`config.mk`:
```
export PLATFORM = sky130hd
export DESIGN_NAME = gpu_line_sched
export DESIGN_NICKNAME = d
export VERILOG_FILES = /design/src/rtl/gpu_pkg.sv /design/src/rtl/gpu_tgl_sync.sv /design/src/rtl/gpu_line_sched.sv
export SDC_FILE = /design/constraint.sdc
export NUM_CORES = 1
export LEC_CHECK = 0
export ABC_AREA = 0
export BUFFER_PORTS_ARGS = -buffer_cell sky130_fd_sc_hd__buf_4
export CORE_MARGIN = 4
export CORE_UTILIZATION = 45
export DETAILED_ROUTE_END_ITERATION = 8
export PLACE_DENSITY_LB_ADDON = 0.08
export SKIP_CTS_REPAIR_TIMING = 1
export SYNTH_ARGS = -nofsm -noshare
export SYNTH_HDL_FRONTEND = slang
export SYNTH_SLANG_ARGS = --single-unit
export TNS_END_PERCENT = 20
```
`constraint.sdc`:
```
create_clock -name bus_clk -period 5.6 [get_ports bus_clk]
set_input_delay 0.28 -clock bus_clk [delete_from_list [all_inputs] [get_ports bus_clk]]
set_output_delay 0.28 -clock bus_clk [all_outputs]
set_load 0.05 [all_outputs]
```
`src/rtl/gpu_pkg.sv`:
```
// Shared encodings and default line geometry for the GPU line scheduler.
package gpu_pkg;

  // One-hot sequencer state encoding.
  typedef enum logic [3:0] {
    ST_IDLE  = 4'b0001,
    ST_START = 4'b0010,
    ST_FILL  = 4'b0100,
    ST_FLUSH = 4'b1000
  } line_state_t;

  // Default line geometry: 224 words (896 pixels) per line, visible lines 16..239.
  localparam int WORDS_PER_LINE_DEF = 224;
  localparam int VPOS_FIRST_DEF     = 16;
  localparam int VPOS_LAST_DEF      = 239;

  // Completes a word: newest pixel goes to the top lane, earlier lanes below it.
  function automatic logic [31:0] pack_word(input logic [7:0] i_top, input logic [23:0] i_low);
    return {i_top, i_low};
  endfunction

endpackage

```
`src/rtl/gpu_tgl_sync.sv`:
```
// Brings a video-domain toggle into the bus clock domain and turns each
// toggle edge into a single-cycle event.
module gpu_tgl_sync (
  input  logic i_clk,
  input  logic i_rst,
  input  logic i_tgl,
  output logic o_evt
);

  logic r_meta;
  logic r_sync;
  logic r_prev;

  // Two-flop synchroniser followed by the edge-detect history flop.
  always_ff @(posedge i_clk or posedge i_rst) begin
    if (i_rst) begin
      r_meta <= 1'b0;
      r_sync <= 1'b0;
      r_prev <= 1'b0;
    end else begin
      r_meta <= i_tgl;
      r_sync <= r_meta;
      r_prev <= r_sync;
    end
  end

  assign o_evt = r_sync ^ r_prev;

endmodule

```
`src/rtl/gpu_line_sched.sv`:
```
// Bus-clock line scheduler: turns video-domain line/frame toggles into
// per-line fills of the scan doubler FIFO, packing 4 pixels per word.
//
// state | meaning
// IDLE  | no line in progress, waiting for a line request
// START | one cycle: bus_eol/src_start pulse, line number latched
// FILL  | accepting pixels, emitting a word every 4th pixel
// FLUSH | one cycle: final word strobe, then pending line or idle
module gpu_line_sched
  import gpu_pkg::*;
#(
  parameter int WORDS_PER_LINE = WORDS_PER_LINE_DEF,
  parameter int VPOS_FIRST     = VPOS_FIRST_DEF,
  parameter int VPOS_LAST      = VPOS_LAST_DEF
) (
  input  logic        bus_clk,
  input  logic        bus_rst,
  input  logic        line_tgl_vid,
  input  logic        frame_tgl_vid,
  output logic        src_start,
  output logic [8:0]  src_line,
  input  logic [7:0]  pix_data,
  input  logic        pix_vld,
  output logic        pix_rdy,
  output logic        bus_eol,
  output logic [8:0]  bus_vpos,
  output logic [31:0] bus_pix_data,
  output logic        bus_pix_vld,
  output logic        ovr_err,
  input  logic        clr_err
);

  logic        w_line_evt;
  logic        w_frame_evt;

  line_state_t r_state;
  line_state_t w_state_nxt;

  logic [8:0]  r_next_line;
  logic [8:0]  w_nl_base;
  logic        r_pend;
  logic        w_pend_base;
  logic        w_pend_nxt;
  logic        r_ovr_err;
  logic        w_ovr_set;

  logic        w_line_ok;
  logic        w_accept;
  logic        w_word_done;
  logic        w_line_done;
  logic        w_enter_start;

  logic [7:0]  r_word_cnt;
  logic [1:0]  r_byte_cnt;
  logic [23:0] r_lanes;
  logic [8:0]  r_bus_vpos;
  logic [8:0]  r_src_line;
  logic [31:0] r_bus_pix_data;
  logic        r_bus_pix_vld;

  gpu_tgl_sync u_line_sync (
    .i_clk (bus_clk),
    .i_rst (bus_rst),
    .i_tgl (line_tgl_vid),
    .o_evt (w_line_evt)
  );

  gpu_tgl_sync u_frame_sync (
    .i_clk (bus_clk),
    .i_rst (bus_rst),
    .i_tgl (frame_tgl_vid),
    .o_evt (w_frame_evt)
  );

  // Next-state and request bookkeeping; a frame event is applied before a
  // same-cycle line event, so that line is taken for VPOS_FIRST.
  always_comb begin
    w_state_nxt = r_state;
    w_pend_base = r_pend & ~w_frame_evt;
    w_pend_nxt  = w_pend_base;
    w_ovr_set   = 1'b0;
    w_nl_base   = w_frame_evt ? 9'(VPOS_FIRST) : r_next_line;
    w_line_ok   = w_line_evt && (w_nl_base <= 9'(VPOS_LAST));
    w_accept    = (r_state == ST_FILL) && pix_vld;
    w_word_done = w_accept && (r_byte_cnt == 2'd3);
    w_line_done = w_word_done && (r_word_cnt == 8'(WORDS_PER_LINE - 1));

    case (r_state)
      ST_IDLE: begin
        if (w_line_ok) w_state_nxt = ST_START;
      end
      ST_START: begin
        if (w_line_ok) begin
          if (w_pend_base) w_ovr_set  = 1'b1;
          else             w_pend_nxt = 1'b1;
        end
        w_state_nxt = ST_FILL;
      end
      ST_FILL: begin
        if (w_line_ok) begin
          if (w_pend_base) w_ovr_set  = 1'b1;
          else             w_pend_nxt = 1'b1;
        end
        if (w_line_done) w_state_nxt = ST_FLUSH;
      end
      ST_FLUSH: begin
        // A request arriving on the flush cycle itself chains straight into
        // START rather than parking in IDLE with pend set.
        if (w_pend_base) begin
          w_pend_nxt  = 1'b0;
          w_state_nxt = ST_START;
          if (w_line_ok) w_ovr_set = 1'b1;
        end else if (w_line_ok) begin
          w_state_nxt = ST_START;
        end else begin
          w_state_nxt = ST_IDLE;
        end
      end
      default: begin
        w_state_nxt = ST_IDLE;
        w_pend_nxt  = 1'b0;
      end
    endcase

    w_enter_start = (w_state_nxt == ST_START);
  end

  // State register.
  always_ff @(posedge bus_clk or posedge bus_rst) begin
    if (bus_rst) r_state <= ST_IDLE;
    else         r_state <= w_state_nxt;
  end

  // Line numbering, pending request and sticky overrun (set beats clear).
  always_ff @(posedge bus_clk or posedge bus_rst) begin
    if (bus_rst) begin
      r_next_line <= 9'(VPOS_FIRST);
      r_pend      <= 1'b0;
      r_ovr_err   <= 1'b0;
    end else begin
      if (w_enter_start)    r_next_line <= w_nl_base + 9'd1;
      else if (w_frame_evt) r_next_line <= 9'(VPOS_FIRST);
      r_pend <= w_pend_nxt;
      if (w_ovr_set)    r_ovr_err <= 1'b1;
      else if (clr_err) r_ovr_err <= 1'b0;
    end
  end

  // Line latch on START entry, pixel packing and word strobe.
  always_ff @(posedge bus_clk or posedge bus_rst) begin
    if (bus_rst) begin
      r_word_cnt     <= 8'd0;
      r_byte_cnt     <= 2'd0;
      r_lanes        <= 24'd0;
      r_bus_vpos     <= 9'd0;
      r_src_line     <= 9'd0;
      r_bus_pix_data <= 32'd0;
      r_bus_pix_vld  <= 1'b0;
    end else begin
      r_bus_pix_vld <= w_word_done;
      if (w_enter_start) begin
        r_bus_vpos <= w_nl_base;
        r_src_line <= w_nl_base;
        r_word_cnt <= 8'd0;
        r_byte_cnt <= 2'd0;
      end else if (w_accept) begin
        r_byte_cnt <= r_byte_cnt + 2'd1;
        case (r_byte_cnt)
          2'd0:    r_lanes[7:0]   <= pix_data;
          2'd1:    r_lanes[15:8]  <= pix_data;
          2'd2:    r_lanes[23:16] <= pix_data;
          default: begin
            r_bus_pix_data <= pack_word(pix_data, r_lanes);
            r_word_cnt     <= r_word_cnt + 8'd1;
          end
        endcase
      end
    end
  end

  assign src_start    = (r_state == ST_START);
  assign bus_eol      = (r_state == ST_START);
  assign pix_rdy      = (r_state == ST_FILL);
  assign src_line     = r_src_line;
  assign bus_vpos     = r_bus_vpos;
  assign bus_pix_data = r_bus_pix_data;
  assign bus_pix_vld  = r_bus_pix_vld;
  assign ovr_err      = r_ovr_err;

endmodule

```
# [Word-level counts from Yosys, hierarchy flattened]
# Cells that the tools add are included.
# W data, S select, Z words.
[op_classes] addsub=3 mul=0 n_div=0 magnitude_cmp=1 n_eq_ne=10 n_shift=0 muxes=21 bitwise=6 n_reduce_logical=14
[ops] op="$mux W8" count=3
[ops] op="$mux W9" count=2
[ops] op="$pmux W4 S4" count=1
[ops] op="$reduce_and A3 Y1" count=4
[ops] op="$add A9 B1 Y9 const B" count=1
[ops] op="$le A9 B8 Y1 const B" count=1
[ops] op="$add A8 B1 Y8 const B" count=1
[ops] op="$eq A4 B2 Y1 const B" count=2
[ops] op="$eq A8 B8 Y1 const B" count=1
[ops] op="$mux W2" count=4
[ops] op="$mux W4" count=2
[ops] op="$mux W1" count=7
[ops] op="$eq A2 B2 Y1 const B" count=2
[ops] op="$eq A4 B1 Y1 const B" count=1
[ops] op="$eq A4 B3 Y1 const B" count=1
[ops] op="$eq A4 B4 Y1 const B" count=1
[ops] op="$logic_and A1 B1 Y1" count=4
[ops] op="$pmux W1 S2" count=2
[ops] op="$reduce_bool A2 Y1" count=2
[ops] op="$not A1 Y1" count=3
[ops] op="$reduce_or A3 Y1" count=1
[ops] op="$add A2 B1 Y2 const B" count=1
[ops] op="$eq A2 B1 Y1 const B" count=1
[ops] op="$logic_not A2 Y1" count=1
[ops] op="other kinds (5)" count=6
[word_totals] regBits=97 latchBits=0 ramBits=0 romBits=0 output_inout_bits=55 elab_cells=73 memories=0

# [Logic depth before layout (Yosys ltp)]
# Gate-level depths: netlist of the first run.
[depth] word_depth=10 depth_mapped=9 depth_no_buf=8

# [Cells and area by module]
# Synthesis of the first run repeated with hierarchy kept, for this count alone.
[unflattened] hier_cells=378 hier_area_um2=4132.7
[modules_own_cells] module="gpu_line_sched" instances=1 cells_each=368 area_per_inst_um2=3957.5 seq_area_each_um2=2279.7
[modules_own_cells] module="gpu_tgl_sync" instances=2 cells_each=5 area_per_inst_um2=87.6 seq_area_each_um2=75.1

# [Worst setup path before layout of the first run]
# Ideal clock, no wire load.
[synth_path] path_kind="register to output" start="register r_state[0]" end="output src_start" arrival_ns=2.826 slack_ns=2.494 stages_incl_launch_ff=4 path_buffers=2 cell_sequence="dfstp_2 buf_2 nor4b_1 buf_4"
[synth_between] elab_chain_len=1
[synth_rtl] item="from (decl)" line_no="gpu_line_sched.sv:36" text="line_state_t r_state;"
[synth_rtl] item="from (signal assigned)" line_no="gpu_line_sched.sv:131" text="else r_state <= w_state_nxt;"
[synth_rtl] item="$eq A4 B2 Y1"
[synth_rtl] item="to (decl)" line_no="gpu_line_sched.sv:20" text="output logic src_start,"
# Every way passes these cells.

# [Worst setup path in the final report of the first run]
[layout_path] start="register u_frame_sync.r_prev" end="register r_src_line[1], in the netlist src_line[1]"
[layout_between] elab_chain_len=8
[layout_rtl] item="from (decl)" line_no="gpu_tgl_sync.sv:12" text="logic r_prev;"
[layout_rtl] item="from (signal assigned)" line_no="gpu_tgl_sync.sv:23" text="r_prev <= r_sync;"
[layout_rtl] item="$xor A1 B1 Y1 (*)" line_no="gpu_tgl_sync.sv:27" text="assign o_evt = r_sync ^ r_prev;"
[layout_rtl] item="$mux W9 (*)"
[layout_rtl] item="named net w_nl_base[0]" line_no="gpu_line_sched.sv:40" text="logic [8:0] w_nl_base;"
[layout_rtl] item="$le A9 B8 Y1 (*)" line_no="gpu_line_sched.sv:83" text="w_line_ok = w_line_evt && (w_nl_base <= 9'(VPOS_LAST));"
[layout_rtl] item="$logic_and A1 B1 Y1 (*)" line_no="gpu_line_sched.sv:83"
[layout_rtl] item="$mux W2" line_no="gpu_line_sched.sv:113" text="end else if (w_line_ok) begin"
[layout_rtl] item="$mux W2" line_no="gpu_line_sched.sv:109" text="if (w_pend_base) begin"
[layout_rtl] item="$pmux W4 S4 (*)" line_no="gpu_line_sched.sv:88" text="case (r_state)"
[layout_rtl] item="$eq A4 B2 Y1 (*)" line_no="gpu_line_sched.sv:125" text="w_enter_start = (w_state_nxt == ST_START);"
[layout_rtl] item="to (signal assigned)" line_no="gpu_line_sched.sv:163" text="r_src_line <= w_nl_base;"
[layout_rtl] item="to (decl)" line_no="gpu_line_sched.sv:57" text="logic [8:0] r_src_line;"
# The timed path passes the listed nets; every way through them passes the cells marked *.
# A chain may end at the register's enable or synchronous reset.

==> results of run 1 <==
[state kept, by name, indices dropped and copies added (netlist names), 2 cells and up]
signal	flops
r_next_line	9
r_word_cnt	8
r_state	4
bus_pix_data	32
r_byte_cnt	2
r_lanes	24
src_line	9
[worst max-delay path, cell delays in order, from the launching register on]
cell     delay [ns]
dfrtp_1        0.46
xnor2_4        0.53
and2_1         0.29
ha_1           0.18
inv_1          0.05
a31oi_1        0.37
o21ai_4        0.12
a21oi_2        0.41
buf_4          0.32
mux2_2         0.36
[synthesized netlist by cell type (2+ instances only)]
master and number:
nand4_1 6, nor2_1 14, buf_2 9, a211oi_1 3
inv_1 12, mux2_4 2, a31oi_1 2, nand3_1 7
buf_4 11, dfrtp_1 95, nor3b_1 2, and3_1 8
xnor2_1 7, nand2_2 3, ha_1 7, o21bai_1 2
nor3_1 5, mux2_2 27, o21ai_0 4, or3_1 3
and2_1 4, dfstp_2 2, mux2i_1 5, o211ai_1 2
a21oi_1 5, clkbuf_1 5, nand2_1 110, xor2_1 7
[kinds of logic after synthesis]
family,count (synthesis),synth area share
DFF,97,0.569
muxes,34,0.0899
and+or+nand+nor,171,0.185
buffers and inverters,38,0.0475
xor gates and xnor gates,15,0.0352
adders and majority gates,7,0.0205
AOI/OAI and AO/OA,30,0.0527
[per-layer routing]
metal	wire length [µm]	up-vias	track usage
li1	-	1406	-
met3	394	11	0.0398
met4	95	0	0.0506
met5	0	-	0
met1	3880	1430	0.218
met2	4000	64	0.254
[worst max path at each step]
stage	from	to	slack (ns)	cells past startpoint
final	u_frame_sync.r_prev$_DFF_PP0_	src_line[1]$_DFFE_PP0N_	2.39	9
after global routing	u_frame_sync.r_prev$_DFF_PP0_	src_line[1]$_DFFE_PP0N_	2.16	9
after CTS	u_frame_sync.r_prev$_DFF_PP0_	src_line[1]$_DFFE_PP0N_	2.39	9
after detailed placement	u_frame_sync.r_prev$_DFF_PP0_	src_line[1]$_DFFE_PP0N_	2.41	9
after global placement	u_frame_sync.r_prev$_DFF_PP0_	src_line[0]$_DFFE_PP0N_	2.49	9
after floorplan	r_state[0]$_DFF_PP1_	src_start	2.49	3
[metrics by stage]
step / area [µm²] / total power [mW] / cells
2_1_floorplan: 4270 / 1.71 / 392
3_3_place_gp: 4810 / 1.98 / 566
3_5_place_dp: 4810 / 1.99 / 566
4_1_cts: 5030 / 2.49 / 581
5_1_grt: 5040 / 2.62 / 582
6_report: 5040 / 2.47 / 582
[area by class of cell]
type	instances	area [µm²]	area share
clock buffer	9	124	0.0246
sequential	97	2430	0.482
timing repair buffer	72	543	0.108
multi-input combinational	257	1640	0.325
clock inverter	6	91.3	0.0181
tap	129	161	0.0320
inverter	12	47.5	0.00944
[where the power goes]
group | total, mW | internal, mW | switching [mW]
registers | 1.05 | 0.922 | 0.131
logic | 0.916 | 0.300 | 0.616
clock network | 0.496 | 0.253 | 0.243
total | 2.47 | 1.47 | 0.991
==> results.md, run 1 <==
* Post-synth cell types at between 50 and 60
* Ports at ~70
* CTS clock-pin slew for the worst setup and hold paths at approximately 0.090 ns
* First-pass iteration count of the detailed router at 4
* Final setup viols at 0
* Most frequent cells in the layout: 110 x nand2_1, 95 x dfrtp_1, 71 x buf_4
* Vias per inst at between 5 and 6
* Setup Total Neg Slack at 0 ns
* Overflow after GRT at 0
* Critical Path Source Type: flip-flop
* Crit path max fanout at 19
* Leakage Power at between 2 and 2.5 nW
* Area leader, netlist: dfrtp_1
* Global-route usage over all layers at 0.161
* First-pass GRT wire length at roughly 14000 µm
* PD cells at a little under 500 nW/µm²
* Vias in the first global route at 3002
* YS warnings at 0
* R2r endpoint: src_line[1]$_DFFE_PP0N_
* Initial DRC count at ~120
* Run status: completed
* Post-route ant nets at 0
* Pin count of the biggest net entering global routing at between 70 and 80
* Clock buffer depth at 2
* Cells after synthesis at 392
* Post-place setup slack at 2.41 ns
* Vias at 2911
* Tcrit/Tclk final at 0.574
* TritonCTS clock tree: done
* Syn Nets at 413
* Slew headroom at 0.416
* Buffers on Ports at 68
* Die Area at 11100 µm²
* Final Hold Viols at 0
* Worst reg2reg setup slack at approximately 2.4 ns
* Top cell type's share of synthesized area at 0.557
* Primary FF master, synth: dfrtp_1
* Most common cell after layout, fill and taps aside: nand2_1
* RSZ-0062 raised after global routing: no
* Register area share after synthesis at 0.569
* Util after Layout at 0.545
* Worst Tran Pin Value at 0.875 ns
* CORE AREA at about 9200 µm²
* Dpl hpwl at ~5700 µm
* HP Start: line_tgl_vid
* Remaining DRCs at 0
* Root Buffer: clkbuf_8
* Crit. End Element: flip-flop
* FF-to-FF path depth at 9
* Final WL at 8370 µm
* Achievable Freq at 0.311 GHz
* Clock sink count at 97
* Clock skew at 0.00790 ns
* Final min period at 3.21 ns
* Die span in y at 105 µm
* Area Growth Syn to Fin at 17.9%
* Cts bufs inserted at 9
* Ys async rst share at 1.00
* Clock insertion delay at the later pin of the skew report at 0.35 ns
* Initial antenna violation count at 0
* Mapped cell area at around 4300 µm²
* Max cap viols at 0
* H-tree levels at 3
* Routed len/inst at 14.4 µm
* Initial Util at 0.462
* Worst path required time at 5.84 ns
* Launch point of the worst reg-to-reg path: u_frame_sync.r_prev$_DFF_PP0_
* Fin worst setup slack at around 2.4 ns
* Final slew viol count at 0
* Placer's final routability congestion estimate at 0.811
* Fill count at 843
* Maximum vdd ir drop at 0.354 mV
* # rows at 35
* Min-Delay Path Class: input pin to flip-flop
* Ant diodes at 0
* Synth area leaders: dfrtp_1 56%, nand2_1 9.7%, mux2_2 7.1%
* CP Class: flip-flop to flip-flop
* Number of synthesized flops with an enable pin at 0
* Final-stage net count at between 400 and 500
* Yosys reg bits at a little under 100
* Worst EP arrival at 3.45 ns
* Minimum hold slack at approximately 0.027 ns
* Hold endpoint: u_line_sync.r_meta$_DFF_PP0_
* Worst hold stages at 1
* Die Width at 105 µm
* Layout cells sized above 1 at 0.285
* Syn avg cell area at 10.9 µm²
Power figures use the tool's default switching activity.
==> run 2: changes to the inputs <==
==> constraint.sdc (replaced) <==
create_clock -name bus_clk -period 2.71 [get_ports bus_clk]
set_input_delay 0.1355 -clock bus_clk [delete_from_list [all_inputs] [get_ports bus_clk]]
set_output_delay 0.1355 -clock bus_clk [all_outputs]
set_load 0.05 [all_outputs]
==> run 2 against run 1 <==
  * Clock power increased by 80%
  * Clock-buffer cell count increased by 1
  * Flip-flop and latch count unchanged
  * Non-clock buffer count increased by 9
  * First-iteration DRC count decreased by 25%
  * Global-route usage increased by 0.41 points
  * Sequential power increased by 110%
  * Fmax increased by 32%
  * Utilization increased by 0.74 points
  * Setup slack got worse by 2.1 ns
  * Critical path type unchanged
  * Highest routed layer unchanged
==> results.md, run 2 (synthesized netlist as in run 1, its figures left out) <==
* First-pass iteration count of the detailed router at 4 (unchanged)
* Initial DRC count at 88 (-25%)
* Crit. End Element: flip-flop
* Maximum vdd ir drop at 0.844 mV (+140%)
* Die span in y at 105 µm (unchanged)
* Wl on met1 at 4010 µm (+3.3%)
* Vias at 2927 (+0.55%)
* Layout cells sized above 1 at 0.294 (+0.00897)
* Area occupied by multi-input gates at 1650 µm² (+0.38%)
* Min-Delay Path Class: input pin to flip-flop
* Util after Layout at 0.552 (+0.00745)
* Remaining DRCs at 0 (unchanged)
* Setup Total Neg Slack at 0 ns (unchanged)
* Worst Tran Pin Value at 0.607 ns (-0.269 ns)
* Metal3 WL at 464 µm (+18%)
* Ports at 69 (unchanged)
* Slew headroom at 0.595 (+0.179)
* First-pass GRT wire length at 14800 µm (+2.7%)
* Vias per inst at 4.94 (-1.1%)
* Top routing layer in use: met4
* Overflow after GRT at 0 (unchanged)
* # rows at 35 (unchanged)
* Vias in the first global route at 2976 (-0.87%)
* TritonCTS clock tree: done
* Final slew viol count at 0 (unchanged)
* Crit path max fanout at 18 (-1)
* Dpl hpwl at 5960 µm (+5.0%)
* Final WL at 8580 µm (+2.5%)
* Ant diodes at 0 (unchanged)
* Final Hold Viols at 0 (unchanged)
* Routed len/inst at 14.5 µm (+0.75%)
* Buffers on Ports at 68 (unchanged)
* Layout Cells excl Fill at 592 (+1.7%)
* Max cap viols at 0 (unchanged)
* Launch point of the worst reg-to-reg path: u_frame_sync.r_prev$_DFF_PP0_
* Clock buffer depth at 2 (unchanged)
* Worst path required time at 2.95 ns (-2.89 ns)
* Global-route usage over all layers at 0.165 (+0.00408)
* Achievable Freq at 0.410 GHz (+32%)
* Tcrit/Tclk final at 0.900 (+0.326)
* Post-route ant nets at 0 (unchanged)
* CORE AREA at 9240 µm² (unchanged)
* Cts bufs inserted at 9 (unchanged)
* Max reg flops at 32 (unchanged)
* Final setup viols at 0 (unchanged)
* Placed cells at 571 (+0.88%)
* Area Growth Syn to Fin at 19.5%
* Routed wl met2 at 4020 µm (+0.42%)
* Crit path capture: src_line[1]$_DFFE_PP0N_
* PD cells at 975 nW/µm² (+99%)
* H-tree levels at 3 (unchanged)
* Design Power at 4.98 mW (+100%)
* Clock sink count at 97 (unchanged)
* FF-to-FF path depth at 9 (unchanged)
* Root Buffer: clkbuf_8
* Critical path launch point: u_frame_sync.r_prev$_DFF_PP0_
* Initial Util at 0.462 (unchanged)
* Clock insertion delay at the later pin of the skew report at 0.36 ns (about the same)
* Die Area at 11100 µm² (unchanged)
* Worst EP arrival at 2.68 ns (-0.77 ns)
* Worst reg2reg setup slack at 0.27 ns (-2.12 ns)
* Pin count of the biggest net entering global routing at 50 (-30%)
* Most common cell after layout, fill and taps aside: nand2_1
* Most frequent cells in the layout: 110 x nand2_1, 95 x dfrtp_1, 75 x buf_4
* Seq. cell area at 2430 µm² (unchanged)
* Fill count at 798 (-5.3%)
* Critical Path Source Type: flip-flop
* Final-stage net count at 479 (+1.9%)
* Placer's final routability congestion estimate at 0.778 (-4.1%)
* Run status: completed
* CTS clock-pin slew for the worst setup and hold paths at 0.10 ns (about the same)
* R2r endpoint: src_line[1]$_DFFE_PP0N_
* Worst hold stages at 3 (+2)
* RSZ-0062 raised after global routing: no
* Clock skew at 0.0126 ns (+0.00466 ns)
* Leakage Power at 2.51 nW (+1.2%)
* Initial antenna violation count at 0 (unchanged)
* Final min period at 2.44 ns (-0.774 ns)
* CP Class: flip-flop to flip-flop
* Die Width at 105 µm (unchanged)
==> run 2: changes by cell type in the layout (fill, tap and decap cells not counted) <==
| cell | change |
|---|---|
| buf_12 | +1 |
| buf_4 | +4 |
| bufinv_16 | -2 |
| clkbuf_8 | +1 |
| clkinv_4 | +1 |
| clkinvlp_4 | +1 |
| dlygate4sd3_1 | +4 |
| inv_6 | -1 |
| inv_8 | +1 |
| nor4b_1 | -1 |
| nor4b_2 | +1 |
==> run 2: worst min-delay path by stage <==
stage	startpoint	endpoint	slack (ns)
2_1_floorplan	frame_tgl_vid	u_frame_sync.r_meta$_DFF_PP0_	0.17
3_3_place_gp	frame_tgl_vid	u_frame_sync.r_meta$_DFF_PP0_	0.25
3_5_place_dp	frame_tgl_vid	u_frame_sync.r_meta$_DFF_PP0_	0.25
4_1_cts	frame_tgl_vid	u_frame_sync.r_meta$_DFF_PP0_	-0.14
5_1_grt	pix_data[4]	bus_pix_data[28]$_DFFE_PP0P_	0.02
6_report	pix_data[4]	bus_pix_data[28]$_DFFE_PP0P_	0.01
==> run 2: worst max-delay path: stages, from the launching register on <==
cell	delay (ns)
dfrtp_1	0.46
xnor2_4	0.18
and2_1	0.19
ha_1	0.18
inv_1	0.06
a31oi_1	0.36
o21ai_4	0.11
a21oi_2	0.15
buf_4	0.27
mux2_2	0.36
==> run 2: where the power goes <==
| part | switching, mW | total (mW) | internal [mW] | leakage (nW) |
|---|---|---|---|---|
| clock | 0.524 | 0.895 | 0.371 | 0.0948 |
| sequential | 0.268 | 2.17 | 1.90 | 1.22 |
| combinational | 1.28 | 1.91 | 0.634 | 1.20 |
| total | 2.07 | 4.98 | 2.91 | 2.51 |
==> run 2: layout make-up <==
| cell class | instances | share of cell area |
|---|---|---|
| clock buffers | 10 | 0.0270 |
| clock inverters | 6 | 0.00980 |
| inverters | 12 | 0.00931 |
| multi-input cells | 257 | 0.322 |
| flip-flops and latches | 97 | 0.476 |
| well taps | 129 | 0.0316 |
| repair buffers | 81 | 0.124 |
==> run 2: per-stage QoR <==
stage | cell area, µm² | hold WS (ns) | worst slack [ns]
finish | 5100 | 0.0131 | 0.271
global route | 5100 | 0.0154 | 0.133
CTS | 5050 | -0.142 | 0.254
detailed placement | 4870 | 0.246 | 0.281
global placement | 4870 | 0.246 | 0.315
floorplan | 4280 | 0.167 | 0.0441
==> run 2: per-layer routing <==
layer | global-route usage | vias to the layer above
met2 | 0.254 | 78
met5 | 0 | -
met4 | 0.0422 | 0
met1 | 0.228 | 1416
li1 | - | 1425
met3 | 0.0484 | 8
